==> src/rtl/lcd_bus_receiver_if.sv <==
// HD44780 write bus as seen from the bus master (driver) and the receiver.
// The master drives all four signals; the receiver only samples them.
interface lcd_bus_receiver_if;
  logic       LCD_EN;
  logic       LCD_RS;
  logic       LCD_RW;
  logic [7:0] LCD_DATA;

  modport master (output LCD_EN, LCD_RS, LCD_RW, LCD_DATA);
  modport slave  (input  LCD_EN, LCD_RS, LCD_RW, LCD_DATA);
endinterface

==> src/rtl/lcd_bus_receiver.sv <==
// Passive HD44780 bus receiver: tracks init, address counter and a 16x2 shadow of written text.
// A strobe takes effect one cycle after the EN falling edge; rd_char has 1-cycle latency; no backpressure.
module lcd_bus_receiver (
  input  logic                     CLK_400Hz,
  input  logic                     resetn,
  lcd_bus_receiver_if.slave        bus,
  input  logic [4:0]               rd_addr,
  output logic [7:0]               rd_char,
  output logic                     ready,
  output logic                     display_on,
  output logic                     cur_line,
  output logic [3:0]               cur_col,
  output logic                     addr_oob,
  output logic                     frame_done,
  output logic [7:0]               frame_count,
  output logic                     err_protocol
);

  typedef enum logic [1:0] {
    S_FS    = 2'd0,
    S_CFG   = 2'd1,
    S_READY = 2'd2
  } state_t;

  state_t      state, state_nxt;
  logic [1:0]  fs_cnt, fs_cnt_nxt;
  logic [31:0] valid, valid_nxt;
  logic        inc, inc_nxt;
  logic        line_nxt;
  logic [3:0]  col_nxt;
  logic        oob_nxt;
  logic        disp_nxt;
  logic        fd_nxt;
  logic [7:0]  fc_nxt;
  logic        err_nxt;
  logic        dirty, dirty_nxt;

  logic        en_q, rs_q, rw_q;
  logic [7:0]  data_q;

  logic        strobe;
  logic        wr_en;
  logic        exec;
  logic        frame_hit;
  logic [4:0]  wr_idx;
  logic [7:0]  mem [32];

  // The bus fields are taken from the cycle before EN fell, where they are known stable.
  assign strobe = en_q & ~bus.LCD_EN;
  assign wr_idx = {cur_line, cur_col};
  assign ready  = (state == S_READY);

  always_comb begin
    state_nxt  = state;
    fs_cnt_nxt = fs_cnt;
    valid_nxt  = valid;
    inc_nxt    = inc;
    line_nxt   = cur_line;
    col_nxt    = cur_col;
    oob_nxt    = addr_oob;
    disp_nxt   = display_on;
    fd_nxt     = 1'b0;
    fc_nxt     = frame_count;
    err_nxt    = err_protocol;
    dirty_nxt  = dirty;
    wr_en      = 1'b0;
    exec       = 1'b0;
    frame_hit  = 1'b0;

    if (strobe) begin
      if (rw_q) begin
        err_nxt = 1'b1;
      end else if (rs_q) begin
        if (state != S_READY) begin
          err_nxt = 1'b1;
        end else if (!addr_oob) begin
          wr_en            = 1'b1;
          valid_nxt[wr_idx] = 1'b1;
          dirty_nxt        = 1'b1;
          // Running off either end of the line parks the column and flags out-of-bounds.
          if (inc) begin
            if (cur_col == 4'd15) oob_nxt = 1'b1;
            else                  col_nxt = cur_col + 4'd1;
          end else begin
            if (cur_col == 4'd0)  oob_nxt = 1'b1;
            else                  col_nxt = cur_col - 4'd1;
          end
        end
      end else begin
        case (state)
          S_FS: begin
            if (data_q == 8'h38) begin
              if (fs_cnt != 2'd3) fs_cnt_nxt = fs_cnt + 2'd1;
            end else if (fs_cnt != 2'd3) begin
              err_nxt    = 1'b1;
              fs_cnt_nxt = 2'd0;
            end else begin
              exec      = 1'b1;
              state_nxt = S_CFG;
            end
          end
          S_CFG: begin
            exec = 1'b1;
            if (data_q[7:2] == 6'b000001) state_nxt = S_READY;
          end
          default: exec = 1'b1;
        endcase

        if (exec) begin
          casez (data_q)
            8'b1???????: begin
              line_nxt  = data_q[6];
              col_nxt   = data_q[3:0];
              oob_nxt   = |data_q[5:4];
              frame_hit = (data_q == 8'h80);
            end
            8'b001?????: begin
              if (data_q != 8'h38) err_nxt = 1'b1;
            end
            8'b00001???: disp_nxt = data_q[2];
            8'b000001??: inc_nxt  = data_q[1];
            8'b0000001?: begin
              line_nxt  = 1'b0;
              col_nxt   = 4'd0;
              oob_nxt   = 1'b0;
              frame_hit = 1'b1;
            end
            8'b00000001: begin
              valid_nxt = '0;
              line_nxt  = 1'b0;
              col_nxt   = 4'd0;
              oob_nxt   = 1'b0;
            end
            default: ;
          endcase
        end

        if (frame_hit && dirty) begin
          fd_nxt    = 1'b1;
          fc_nxt    = frame_count + 8'd1;
          dirty_nxt = 1'b0;
        end
      end
    end
  end

  always_ff @(posedge CLK_400Hz) begin
    if (!resetn) begin
      state        <= S_FS;
      fs_cnt       <= 2'd0;
      valid        <= '0;
      inc          <= 1'b1;
      cur_line     <= 1'b0;
      cur_col      <= 4'd0;
      addr_oob     <= 1'b0;
      display_on   <= 1'b0;
      frame_done   <= 1'b0;
      frame_count  <= 8'd0;
      err_protocol <= 1'b0;
      dirty        <= 1'b0;
      en_q         <= 1'b0;
      rs_q         <= 1'b0;
      rw_q         <= 1'b0;
      data_q       <= 8'd0;
      rd_char      <= 8'h20;
    end else begin
      state        <= state_nxt;
      fs_cnt       <= fs_cnt_nxt;
      valid        <= valid_nxt;
      inc          <= inc_nxt;
      cur_line     <= line_nxt;
      cur_col      <= col_nxt;
      addr_oob     <= oob_nxt;
      display_on   <= disp_nxt;
      frame_done   <= fd_nxt;
      frame_count  <= fc_nxt;
      err_protocol <= err_nxt;
      dirty        <= dirty_nxt;
      en_q         <= bus.LCD_EN;
      rs_q         <= bus.LCD_RS;
      rw_q         <= bus.LCD_RW;
      data_q       <= bus.LCD_DATA;
      rd_char      <= valid[rd_addr] ? mem[rd_addr] : 8'h20;
    end
  end

  // Character storage needs no reset: the valid vector masks stale contents.
  always_ff @(posedge CLK_400Hz) begin
    if (resetn && wr_en) mem[wr_idx] <= data_q;
  end

endmodule

==> src/flat_wrapper.sv <==
// flat-port wrapper written by rule: the top's interface ports become plain ports
module lcd_bus_receiver_flat 
  (CLK_400Hz, resetn, rd_addr, rd_char, ready, display_on, cur_line, cur_col, addr_oob, frame_done, frame_count, err_protocol, bus_LCD_EN, bus_LCD_RS, bus_LCD_RW, bus_LCD_DATA);
  lcd_bus_receiver_if bus_i ();
  input  logic CLK_400Hz;
  input  logic resetn;
  input  logic [4:0] rd_addr;
  output logic [7:0] rd_char;
  output logic ready;
  output logic display_on;
  output logic cur_line;
  output logic [3:0] cur_col;
  output logic addr_oob;
  output logic frame_done;
  output logic [7:0] frame_count;
  output logic err_protocol;
  input wire logic [$bits(bus_i.LCD_EN)-1:0] bus_LCD_EN;
  input wire logic [$bits(bus_i.LCD_RS)-1:0] bus_LCD_RS;
  input wire logic [$bits(bus_i.LCD_RW)-1:0] bus_LCD_RW;
  input wire logic [$bits(bus_i.LCD_DATA)-1:0] bus_LCD_DATA;
  assign bus_i.LCD_EN = bus_LCD_EN;
  assign bus_i.LCD_RS = bus_LCD_RS;
  assign bus_i.LCD_RW = bus_LCD_RW;
  assign bus_i.LCD_DATA = bus_LCD_DATA;
  lcd_bus_receiver u_core (.CLK_400Hz(CLK_400Hz), .resetn(resetn), .bus(bus_i), .rd_addr(rd_addr), .rd_char(rd_char), .ready(ready), .display_on(display_on), .cur_line(cur_line), .cur_col(cur_col), .addr_oob(addr_oob), .frame_done(frame_done), .frame_count(frame_count), .err_protocol(err_protocol));
endmodule
==> config.mk <==
export PLATFORM = sky130hd
export DESIGN_NAME = lcd_bus_receiver_flat
export DESIGN_NICKNAME = d
export VERILOG_FILES = /design/src/rtl/lcd_bus_receiver_if.sv /design/src/rtl/lcd_bus_receiver.sv /design/src/flat_wrapper.sv
export SDC_FILE = /design/constraint.sdc
export NUM_CORES = 1
export LEC_CHECK = 0
export CAP_MARGIN = 20
export CORE_MARGIN = 2
export CORE_UTILIZATION = 60
export DETAILED_ROUTE_END_ITERATION = 10
export PLACE_DENSITY = 0.75
export SLEW_MARGIN = 5
export SYNTH_ARGS = -nofsm -noshare
export SYNTH_HDL_FRONTEND = slang
export SYNTH_SLANG_ARGS = --single-unit
==> constraint.sdc <==
create_clock -name CLK_400Hz -period 4.43 [get_ports CLK_400Hz]
set_input_delay 0.6645 -clock CLK_400Hz [delete_from_list [all_inputs] [get_ports CLK_400Hz]]
set_output_delay 0.6645 -clock CLK_400Hz [all_outputs]
set_load 0.005 [all_outputs]
==> results.txt, run 1 <==
- Among all flip-flop cells after synthesis, the most frequent one is edfxtp_1.
* Final-report hold violation count: 0
- The first global-routing pass estimated 45,900 um of wire.
* Transition time of the tightest slew-check pin: between 900 and 1000 ps
- Critical path class: primary input to flip-flop
* Quantity of gates resized following cts: 0
* Slowest stage delay, CP: 720 ps
- Max IR drop VDD: 0.276 mV
* Multiplexer fraction of the synthesized cell area: 14.0%
* Average routed wire per standard cell: roughly 24 um
* Number of core rows: 55
- Largest fanout of any net on the critical path: 8
* Count of warnings emitted by yosys: 0
- Initial antenna violation count: 0
* Proportion of netlist area held by the largest area contributor: 56.7%
- Final Cycle Share: 67.6%
* Clock transition time at the flip-flop clock pins of the worst setup and hold paths: 60 ps
* Top library cells by usage in the layout, fill and taps aside: edfxtp_1, dfxtp_1, nor2_1
- The via count of the first global-routing pass came to 7,846.
- Routability congestion estimate: 0.918
- Power spread over the standard cell area amounts to 430 nW/um^2.
- Outcome: finished, final reports clean
* Total of endpoints with negative setup slack in the final report: 0
- STA classifies the critical path startpoint as a primary input.
- Die area: between 20,000 and 25,000 um^2
* Number of unique standard cell types used by synthesis: 65
- GR Overflow Total: 0
* Fin worst setup slack: 1440 ps
* Library cell occupying the most area in the post-synthesis netlist: edfxtp_1
* I/O Buffers: 43
* Minimum setup slack after placement: 917 ps
- Adder-cell share of the synthesized area: 0.516%
- CTS H-tree lvls: 2
- For this design, the sink count on the clock tree is 330.
- Data arrives at the worst endpoint at 3130 ps.
* Aggregate negative setup slack: 0 ps
* Antenna Cells: 0
- After synthesis, the largest family of logic cells by area is multiplexers.
- The largest individual stage delay along the critical path comes from the cell nor2_1.
* Vias per Instance: 6.34
- Post-synthesis instance area: 13,600 um^2
* Clock tree from TritonCTS: yes
- Synthesis produced a netlist whose cell count is 891.
* DRC: 0
* Antenna-violating nets left: 0
- Fraction of layout cells with a size suffix above 1: between 15 and 20%
* Most common library cell in the layout ignoring fill and taps: edfxtp_1
- The routed design could run at a clock period as short as 2990 ps.
- Max-capacitance violation count: 0
- Required time worst endpoint: 4570 ps
* Count of nets after finishing: 960
- Largest cells by area after synthesis: edfxtp_1, dfxtp_1, mux4_2
- The die is 154 um wide.
- Detail Placement HPWL: between 15,000 and 20,000 um
- Post-Route Skew: 14.9 ps
- When the netlist entered floorplanning its net count stood at 914.
- Critical Path, Cell by Cell: clkdlybuf4s50_1 -> or3b_1 -> nor4_4 -> and2_1 -> nand2_1 -> nor2_1
- Mean cell area of the mapped netlist: 15.2 um^2
- All-layer global routing usage: roughly 26%
- For this design the top-level I/O count stands at 44.
- The routed design has 29,700 um of wire.
* Syn-to-layout area delta: 14.4%
- Die outline height: around 150 um
* Largest buffer count on any clock path: 3
* Number of synthesized register bits: 330
* Hold buffer count at CTS: 0
- The first routing iteration left 734 violations.
- Entering global routing, the biggest net connects 42 pins.
- The tree is rooted in a clkbuf_16.
- Of the synthesized area, sequential elements account for 67.6%.
* LEAKAGE: 0.00546 uW
- Postcts setup bufs: 0
- Parity-gate share of the synthesized area counting xor and xnor cells: 0.387%
- Critical Path Sink Type: flip-flop
* Maximum operating frequency: about 330 MHz
* Final slew viol count: 0
* Initial Utilization: about three fifths
* Num CTS Buffers: 35
- Router iterations before antenna repair: 8
* Basic-gate share of the synthesized area counting and, or, nand and nor cells: 6.26%
- The synthesized netlist devotes between 8 and 9% of its cell area to compound gates.
* EDFF count, synth: 256
- The routed layout has 7,904 vias.
- Measured against its own limit, the worst slew margin works out to 37.1%.
* Worst-Skew Late Latency: 510 ps
- Setup repair after global routing left no endpoint under its margin.
- Class of the most critical hold timing path: flip-flop to flip-flop
* Core Region: about 22,000 um^2
- Synth async-reset ratio: 0%
==> layout make-up <==
type / instances / area (um^2)
clock buffers: 41 / 941
clock inverters: 21 / 274
fillers: 1466 / 6910
inverters: 52 / 195
multi-input cells: 454 / 3990
flip-flops and latches: 330 / 9170
well taps: 285 / 357
repair buffers: 64 / 601
==> synthesized netlist by cell type, types with 3 or more instances <==
library cell and instances:
mux2_1 13, mux4_2 57, o211ai_1 34, inv_1 52, o21ai_1 3, a22oi_1 8
o21ai_0 8, buf_4 4, or2_2 3, a221oi_1 8, o31ai_1 3, nor3_1 11
nor2b_1 7, dfxtp_1 74, o311ai_1 7, a21oi_1 45, nor3b_1 3, xor2_1 3
and2_1 16, o221ai_1 9, nor2_1 71, nand2_1 32, ha_1 4, or3_1 4
or4_1 4, nand3_1 7, xnor2_1 3, edfxtp_1 256, buf_2 10, o21a_1 3
buf_1 7, clkbuf_1 34, mux2_2 4, mux2i_1 43
==> logic make-up after synthesis <==
family	Yosys count
simple gates	174
mux	117
buf+inv	107
xor+xnor	6
compound gates	152
fa+ha+maj	5
flops	330
==> path summary, 6_finish.rpt <==
path,slack [ps],from,end,depth (start not counted)
worst min-delay path,440,u_core.valid[5],u_core.valid[5],2
worst max register to register,1480,u_core.cur_col[0],u_core.mem[13][0],3
worst max-delay path,1440,bus_LCD_EN,u_core.mem[13][0],6
worst min register to register,440,u_core.valid[5],u_core.valid[5],2
==> metrics by stage <==
| step | std cells | cell area (um^2) | power (uW) | hold slack [ps] | util, % |
|---|---|---|---|---|---|
| after floorplan | 891 | 13600 | 3580 | 422 | - |
| after global placement | 1184 | 14300 | 3670 | 431 | 63.7 |
| after detailed placement | 1185 | 14300 | 3670 | 436 | 63.8 |
| after CTS | 1247 | 15500 | 6710 | 446 | 69.2 |
| after global routing | 1247 | 15500 | 6850 | 466 | 69.2 |
| final | 1247 | 15500 | 6680 | 444 | 69.2 |
==> sequential cells by signal (all words and copies together) (netlist names) <==
register and count:
u_core.dirty 1, u_core.display_on 1, u_core.frame_done 1, u_core.fs_cnt 2
u_core.rw_q 1, u_core.data_q 8, u_core.rs_q 1, u_core.mem 256
u_core.cur_line 1, u_core.rd_char 8, u_core.state 2, u_core.inc 1
u_core.addr_oob 1, u_core.en_q 1, u_core.frame_count 8, u_core.err_protocol 1
u_core.cur_col 4, u_core.valid 32
==> where the power goes <==
part / leakage [uW] / total [uW] / switching, uW / internal [uW]
Combinational: 0.00163 / 257 / 156 / 102
Sequential: 0.00323 / 3350 / 15.3 / 3340
Clock: 0.000596 / 3070 / 1150 / 1920
Total: 0.00546 / 6680 / 1320 / 5360
==> worst max-delay path: cells and delay by family <==
| family | cells | cell delay, ps |
|---|---|---|
| AND/OR/NAND/NOR | 5 | 2010 |
| buffers and inverters | 1 | 450 |
==> layer usage <==
metal / track usage, % / vias up / routed length (um) / share of wire, %
li1: - / 3538 / - / -
met1: 36.8 / 3959 / 12100 / 41
met2: 41.8 / 360 / 14300 / 48
met3: 4.06 / 47 / 2550 / 8.6
met4: 7.23 / 0 / 665 / 2.2
met5: 0 / - / 0 / 0
(Power assumes the default switching activity.)
==> run 2: changes to the inputs <==
==> constraint.sdc (replaced) <==
create_clock -name CLK_400Hz -period 2.85 [get_ports CLK_400Hz]
set_input_delay 0.4275 -clock CLK_400Hz [delete_from_list [all_inputs] [get_ports CLK_400Hz]]
set_output_delay 0.4275 -clock CLK_400Hz [all_outputs]
set_load 0.005 [all_outputs]
==> results.txt, run 2 (same netlist as run 1, synthesis figures left out) <==
* Unrepaired setup endpoints after global routing: no (unchanged)
- Max IR drop VDD: 0.433 mV (was 0.276 mV)
* Die area: 23,800 um^2 (unchanged)
- Largest regs: u_core.mem x256, u_core.valid x32 (unchanged)
* GR Overflow Total: 0 (unchanged)
- Vias after detailed routing: 7,953 (was 7,904)
- Final-report hold violation count: 0 (unchanged)
* Class of the most critical hold timing path: primary input to flip-flop (was flip-flop to flip-flop)
* Post-Route Skew: 8.33 ps (was 14.9 ps)
* Antenna Cells: 0 (unchanged)
* Antenna-violating nets left: 0 (unchanged)
- Number of flip-flops in the largest register: 256 (unchanged)
- Final wirelength: 29,300 um (was 29,700 um)
* Largest net degree at the start of global routing: 39 (was 42)
* Number of fill cells in the layout: 1,438 (was 1,466)
* Max-Slew Margin vs Limit: 53.9% (was 37.1%)
- First-pass GRT wire length: 45,900 um (about the same)
- Routability congestion estimate: 0.926 (was 0.918)
- Number of core rows: 55 (unchanged)
- The register area is 9170 um^2 (about the same).
- Num CTS Buffers: 31 (was 35)
- Number of top-level pins: 44 (unchanged)
* Clock transition time at the flip-flop clock pins of the worst setup and hold paths: 60 ps (about the same)
- The number of clock sinks is 330 (unchanged).
- Count of nets after finishing: 1,016 (was 960)
- The cell depth of the worst min-delay path is 2 (unchanged).
* LEAKAGE: 0.00570 uW (was 0.00546 uW)
- Clock root buffer: clkbuf_16 (unchanged)
- Dpl cell area: 14,800 um^2 (was 14,300 um^2)
- The arrival time reported for the critical path endpoint came to 2540 ps (was 3130 ps).
- Maximum operating frequency: 439 MHz
- The total power is 9720 uW (was 6680 uW).
- DRC: 0 (unchanged)
- The total number of H-tree levels came to 1 (was 2).
- The slew of the pin with the lowest slew margin is 690 ps (was 940 ps).
* Detail Placement HPWL: 18,700 um (was 18,100 um)
- Largest buffer count on any clock path: 3 (unchanged)
- The violation count after the first detailed-route iteration is 704 (was 734).
- Die outline height: 154 um (unchanged)
- Postcts setup bufs: 0 (unchanged)
* Core Region: 22,400 um^2 (unchanged)
- The horizontal extent of the die is 154 um (unchanged).
- Initial antenna violation count: 0 (unchanged)
- The setup violation total in the final timing report came to 0 (unchanged).
* Critical Path Sink Type: flip-flop (unchanged)
- The number of cells upsized or downsized after cts is 0 (unchanged).
* Final non-filler cell area: 15,800 um^2 (was 15,500 um^2)
* Most common library cell in the layout ignoring fill and taps: edfxtp_1 (unchanged)
* Router iterations before antenna repair: 5 (was 8)
- The count of input and output buffers came to 43 (unchanged).
- Largest fanout of any net on the critical path: 8 (unchanged)
- The kind of launch point of the worst setup path is a primary input (unchanged).
* Outcome: finished, final reports clean (unchanged)
* Top library cells by usage in the layout, fill and taps aside: edfxtp_1, buf_4, dfxtp_1 (was edfxtp_1, dfxtp_1, nor2_1)
* All-layer global routing usage: 25.4% (was 25.7%)
- Worst-Skew Late Latency: 560 ps (was 510 ps)
* Most flops, register: u_core.mem (unchanged)
* Final critical-path required period: 2280 ps
* Multi-input combinational cell area: 3990 um^2 (unchanged)
- Via count of the first global-routing pass: 7,993 (was 7,846)
- The fraction of layout instances using a drive strength above 1 was 20.1% (was 15.2%).
- The clock tree from TritonCTS is yes (unchanged).
- Required time worst endpoint: 3110 ps (was 4570 ps)
- The routed length per instance was 22.5 um (was 23.8 um).
- Initial Utilization: 60.5% (unchanged)
* Path depth of the worst reg2reg path: 6 (was 3)
* Vias per Instance: 6.11 (was 6.34)
- Critical path class: primary input to flip-flop (unchanged)
* Final Cycle Share: 79.9%
* Max-capacitance violation count: 0 (unchanged)
- Syn-to-layout area delta: 16.6% (was 14.4%)
- The power per standard cell area was 615 nW/um^2 (was 430 nW/um^2).
* Hold buffer count at CTS: 0 (unchanged)
- The number of max-slew violations in the final report came to 0 (unchanged).
- Aggregate negative setup slack: 0 ps (unchanged)
==> run 2: changes by cell type in the layout (fill, tap and decap cells not counted), moves of 2 or more <==
cell	previous run	this run
buf_12	1	4
buf_4	20	78
bufinv_16	7	2
clkbuf_1	4	8
clkbuf_16	37	32
clkbuf_8	0	7
clkinv_1	8	0
clkinv_2	5	7
==> run 2: report_power, final <==
part           internal, uW  switching, uW  total [uW]
Clock                  2410           1690        4100
Sequential             5180           9.21        5190
Combinational           172            256         428
==> run 2: metrics by stage <==
stage | setup slack, ps | instances | util [%] | hold slack (ps)
after floorplan | 179 | 891 | - | 422
after global placement | 91.8 | 1245 | 65.9 | 433
after detailed placement | 63.2 | 1245 | 65.9 | 438
after CTS | 587 | 1302 | 70.5 | 425
after global routing | 450 | 1302 | 70.5 | 437
final | 572 | 1302 | 70.5 | 443
==> run 2: layout make-up <==
cell class	instances	area share [%]
clock buffer	47	5.86
clock inverter	10	0.656
inverter	52	1.23
multi-input combinational	454	25.2
sequential	330	58.0
tap	285	2.25
timing repair buffer	124	6.83
==> run 2: worst paths after layout <==
path / slack [ps] / start / to
worst max-delay path: 570 / bus_LCD_EN / u_core.mem[19][1]
worst min-delay path: 440 / bus_LCD_RS / u_core.rs_q
worst max register to register: 600 / u_core.en_q / u_core.mem[19][1]
worst min register to register: 450 / u_core.valid[21] / u_core.valid[21]
==> run 2: critical path, cell delays in order <==
cell	delay (ps)
clkdlybuf4s50_1	450
or3b_1	460
nor4_4	220
and2_1	270
nand2_1	300
nor2_1	220
buf_4	200
==> run 2: routing by layer <==
metal | share of wire (%) | global-route usage [%] | vias up
li1 | - | - | 3635
met1 | 41 | 35.6 | 3922
met2 | 49 | 42.4 | 348
met3 | 7.9 | 3.59 | 48
met4 | 2.1 | 7.10 | 0
met5 | 0 | 0 | -
